[config.mk]
export PLATFORM = sky130hd
export DESIGN_NAME = convolution_3x3
export DESIGN_NICKNAME = d
export VERILOG_FILES = /design/src/rtl/convolution_3x3.sv
export SDC_FILE = /design/constraint.sdc
export NUM_CORES = 2
export LEC_CHECK = 0
export BUFFER_PORTS_ARGS = -buffer_cell sky130_fd_sc_hd__buf_2
export CAP_MARGIN = 20
export CORE_UTILIZATION = 37
export CTS_CLUSTER_DIAMETER = 200
export DETAILED_ROUTE_END_ITERATION = 10
export PLACE_DENSITY = 0.49
export SKIP_CTS_REPAIR_TIMING = 1
export SLEW_MARGIN = 15
export SYNTH_ARGS = -nofsm -noshare
export SYNTH_HDL_FRONTEND = slang
export SYNTH_SLANG_ARGS = --single-unit
[constraint.sdc]
create_clock -name clk -period 3.9 [get_ports clk]
set_clock_uncertainty 0.2 [all_clocks]
set_input_delay 0.585 -clock clk [delete_from_list [all_inputs] [get_ports clk]]
set_output_delay 0.585 -clock clk [all_outputs]
set_load 0.005 [all_outputs]
[src/rtl/convolution_3x3.sv]
// convolution_3x3: streaming 3x3 Gaussian blur (weights 1-2-1 / 2-4-2 / 1-2-1, sum >> 4)
// over an 8-bit greyscale raster stream, one pixel in and one pixel out per clock.
// History is a 2R+3 sample delay line split into three 3-tap window rows joined by
// two line-buffer segments, so each row of the window sits exactly R samples apart.
module convolution_3x3 #(
  parameter int WORD_SIZE = 8,
  parameter int ROW_SIZE  = 540
) (
  input  logic                 clk,
  input  logic                 rst,
  input  logic [WORD_SIZE-1:0] inputPixel,
  output logic [WORD_SIZE-1:0] outputPixel
);

  // Weighted sum needs 4 extra bits: total weight is 16.
  localparam int SUM_W    = WORD_SIZE + 4;
  // Each line-buffer segment covers the ages between two window rows (R - 3 samples).
  localparam int LB_DEPTH = ROW_SIZE - 3;

  // Window rows: index 0 is the newest sample of that row.
  logic [WORD_SIZE-1:0] bot_p0_q [3];   // ages 0, 1, 2
  logic [WORD_SIZE-1:0] mid_p0_q [3];   // ages R, R+1, R+2
  logic [WORD_SIZE-1:0] top_p0_q [3];   // ages 2R, 2R+1, 2R+2
  logic [WORD_SIZE-1:0] lb1_q [LB_DEPTH]; // ages 3 .. R-1
  logic [WORD_SIZE-1:0] lb2_q [LB_DEPTH]; // ages R+3 .. 2R-1

  logic [SUM_W-1:0]     sum_d;
  logic [WORD_SIZE-1:0] pix_d;
  logic [WORD_SIZE-1:0] out_p1_q;

  // Zero-extend a pixel to the accumulator width.
  function automatic logic [SUM_W-1:0] ext(input logic [WORD_SIZE-1:0] p);
    return {{(SUM_W-WORD_SIZE){1'b0}}, p};
  endfunction

  // Divide by the total weight of 16, truncating; the result always fits WORD_SIZE bits.
  function automatic logic [WORD_SIZE-1:0] scale_down(input logic [SUM_W-1:0] s);
    return s[SUM_W-1:4];
  endfunction

  // ---- stage p0: sample history (window rows and line buffers) ----
  // Shift the whole delay line by one sample per clock; reset clears all history.
  always_ff @(posedge clk or negedge rst) begin
    if (!rst) begin
      for (int i = 0; i < 3; i++) begin
        bot_p0_q[i] <= '0;
        mid_p0_q[i] <= '0;
        top_p0_q[i] <= '0;
      end
      for (int i = 0; i < LB_DEPTH; i++) begin
        lb1_q[i] <= '0;
        lb2_q[i] <= '0;
      end
    end else begin
      bot_p0_q[0] <= inputPixel;
      bot_p0_q[1] <= bot_p0_q[0];
      bot_p0_q[2] <= bot_p0_q[1];
      lb1_q[0]    <= bot_p0_q[2];
      for (int i = 1; i < LB_DEPTH; i++) begin
        lb1_q[i] <= lb1_q[i-1];
      end
      mid_p0_q[0] <= lb1_q[LB_DEPTH-1];
      mid_p0_q[1] <= mid_p0_q[0];
      mid_p0_q[2] <= mid_p0_q[1];
      lb2_q[0]    <= mid_p0_q[2];
      for (int i = 1; i < LB_DEPTH; i++) begin
        lb2_q[i] <= lb2_q[i-1];
      end
      top_p0_q[0] <= lb2_q[LB_DEPTH-1];
      top_p0_q[1] <= top_p0_q[0];
      top_p0_q[2] <= top_p0_q[1];
    end
  end

  // Weighted 3x3 sum over the current window, scaled back to pixel width.
  always_comb begin
    sum_d = ext(bot_p0_q[0])        + (ext(bot_p0_q[1]) << 1) + ext(bot_p0_q[2])
          + (ext(mid_p0_q[0]) << 1) + (ext(mid_p0_q[1]) << 2) + (ext(mid_p0_q[2]) << 1)
          + ext(top_p0_q[0])        + (ext(top_p0_q[1]) << 1) + ext(top_p0_q[2]);
    pix_d = scale_down(sum_d);
  end

  // ---- stage p1: registered output ----
  // Register the filtered pixel; cleared immediately on reset.
  always_ff @(posedge clk or negedge rst) begin
    if (!rst) begin
      out_p1_q <= '0;
    end else begin
      out_p1_q <= pix_d;
    end
  end

  assign outputPixel = out_p1_q;

endmodule

==> flow_summary.toml <==
[die]
dieArea_sq_um = 595000
row_count = 282
die_x_microns = 771
die_y_microns = 771
core-area_sq_um = 590000
ios = 18
start_util_pct = 37.1

[grt]
grt_pass1_vias = 83200
antenna_found_initial = 20
grt_remaining_overflow = 0
grt_max_degree = 180
grt_pass1_wl_microns = 469000
grt_usage_pct = 9.54

[pwr]
p_switching_mw = 34.8
p_per_area_nw_per_um2 = 665
clockPowerShare_pct = 46.5
switching_share_pct = 20.1
comb_power_share_pct = 1.4
seq_power_share_pct = 52.1
leakage_nw = 137
power_mw = 174
p_int_mw = 139
ir_drop_mv = 0.501

[synth]
syn_nets = 8954
synth_compound_area_share_pct = 0.0452
syn-mean-instance-area_sq_um = 24.7
ys_warn_count = 0
yosysTopAreaCell = "dfrtp_1"
seq_area_frac_synth_pct = 99.2
synth_top_family_by_area = "adder cells"
ys_ff_latch = 8672
synthXorXnorAreaFrac_pct = 0.0160
yosys.area_share.simple_pct = 0.0606
netlist_instances = 8879
synth_area_leaders = "dfrtp_1 99%, fa_1 0.48%, inv_1 0.17%"
yosysUniqueCellTypes = 30
synthAdderAreaFrac_pct = 0.550
synth_top_area_share_pct = 99.2
muxShareOfSynthArea_pct = 0.00972
synth_area_sq_um = 219000

[place]
post-place-ws_ps = -312
port_buffers = 17
place_congestion = 0.692
hpwl_microns = 119000
place_inst = 17000

[cells_and_area]
drive_gt1_share_pct = 15.5
nets = 10100
area_delta_synth_final_pct = 19.2
finalNonFillerCells = 18500
layout_common_cells = "8,672 x dfrtp_1, 823 x clkbuf_16, 230 x clkbuf_8"
final_common_cell = "dfrtp_1"

[clock_network]
clk_latency_ps = 1080
cts_root_buf = "clkbuf_16"
cts_tree = "built"
clk_pin_slew_ps = 60
numClockSinks = 8672
clockBufferDepth = 4
cts_buffers = 819
htreeDepth = 6

[worst_setup_path]
cp-end-kind = "flop"
reg2regPathDepth = 13
cp.arrival_ps = 4830
cp_cell_sequence = "inv_2 > fa_1 > inv_2 > fa_1 > fa_1 > inv_1 > fa_1 > inv_2 > ha_4 > nand2_2 > o41a_1 > a31oi_1 > o311ai_1"
critPathTopFamily = "adder cells"
worstSetupStartpointType = "flop"
crit_fanout = 5
crit_top_cell = "fa_1"
crit-reg2reg-capture = "outputPixel[6]$_DFF_PN0_"
worstPathRequired_ps = 4650
path_buf_inv = 4
crit_path_top_delay_cell = "fa_1"
reg2reg_setup_slack_ps = -180
startpoint = "mid_p0_q[4]$_DFF_PN0_"
path_class = "flop to flop"
slowest_delay_ps = 540
rr_startpoint = "mid_p0_q[4]$_DFF_PN0_"

[timing]
worst_pin_slew_ps = 1210
rsz0062_at_grt = "yes"
relSlewSlack_pct = 19.5
max_freq_mhz = 245
setup_ws_ps = -178
post-route-period-util_pct = 105
final.setup.tns_ps = -475
hold_viol = 0
setup_violations = 5
drv_slew = 0
period_minus_slack_ps = 4080

[detailed_routing]
wl_per_cell_microns = 14.6
drc = 0
vias = 71200
vias_per_cell = 3.85
drtIter0Drc = 3911
ant_nets = 0
wirelength_microns = 271000
dr.pass1.iters = 4

[outcome]
violations = "setup timing"
status = "finished, violations left"

[job]
drv_cap = 0

[min_path]
hold_path.class = "primary input to asynchronous set/reset pin"
synthesized netlist by cell type:
master / instances
a21o_1: 1
a31oi_1: 2
nor4_1: 1
o41a_1: 1
nand4bb_1: 1
xnor2_1: 2
o211ai_1: 1
nand3_1: 1
nor2b_1: 2
ha_1: 13
nor2_1: 4
inv_1: 98
a21oi_1: 5
nand2b_1: 2
nand3_2: 1
a21oi_2: 1
a211o_1: 1
nor4b_1: 1
mux2i_1: 1
mux2_2: 1
or2_1: 1
and2_1: 1
a2111oi_0: 1
dfrtp_1: 8672
fa_1: 52
nor3_1: 2
o311ai_1: 1
nand4_1: 1
xor2_1: 2
nand2_1: 6
worst max-delay path by stage:
| stage | to | cells after the start |
|---|---|---|
| global route | outputPixel[6]$_DFF_PN0_ | 13 |
| detailed placement | outputPixel[7]$_DFF_PN0_ | 14 |
| CTS | outputPixel[7]$_DFF_PN0_ | 14 |
| finish | outputPixel[6]$_DFF_PN0_ | 13 |
| global placement | outputPixel[6]$_DFF_PN0_ | 13 |
| floorplan | outputPixel[6]$_DFF_PN0_ | 13 |
cell type report:
| type | count | area, sq um |
|---|---|---|
| clock buffer | 1208 | 24300 |
| timing repair buffer | 290 | 3420 |
| tap | 7810 | 9770 |
| multi-input combinational | 109 | 1550 |
| clock inverter | 304 | 4330 |
| sequential | 8672 | 217000 |
| inverter | 98 | 368 |
| fill | 49100 | 329000 |
| antenna | 22 | 55.1 |
sequential cells by signal, indices dropped and copies added (netlist names):
register / cells
bot_p0_q: 24
lb1_q: 4296
lb2_q: 4296
mid_p0_q: 24
outputPixel: 8
top_p0_q: 24
logic make-up after synthesis:
logic type / after synthesis
flops: 8672
buf+inv: 98
fa+ha+maj: 65
simple gates: 24
compound gates: 14
xor+xnor: 4
mux: 2
layer usage:
layer / GRT usage (%) / share of wire [%]
met5: 0 / 0
met4: 3.29 / 3.1
met3: 2.19 / 4.9
met2: 12.4 / 40
met1: 15.6 / 52
power groups by stage:
stage	sequential, mW	combinational (mW)	clock (mW)
detailed placement	92.0	2.54	0
global placement	92.0	2.44	0
floorplan	91.9	0.247	0
finish	90.4	2.40	80.7
CTS	90.4	2.54	84.1
global route	90.3	2.87	87.9
stage by stage:
step / hold WS, ps / cell area [sq um] / util, %
6_report: 107 / 261000 / 44.2
5_1_grt: 27.2 / 261000 / 44.2
4_1_cts: -743 / 261000 / 44.2
3_5_place_dp: 135 / 232000 / 39.3
3_3_place_gp: 131 / 232000 / 39.3
2_1_floorplan: 89.4 / 219000 / -
No activity file was read; power rests on OpenSTA's default activity.
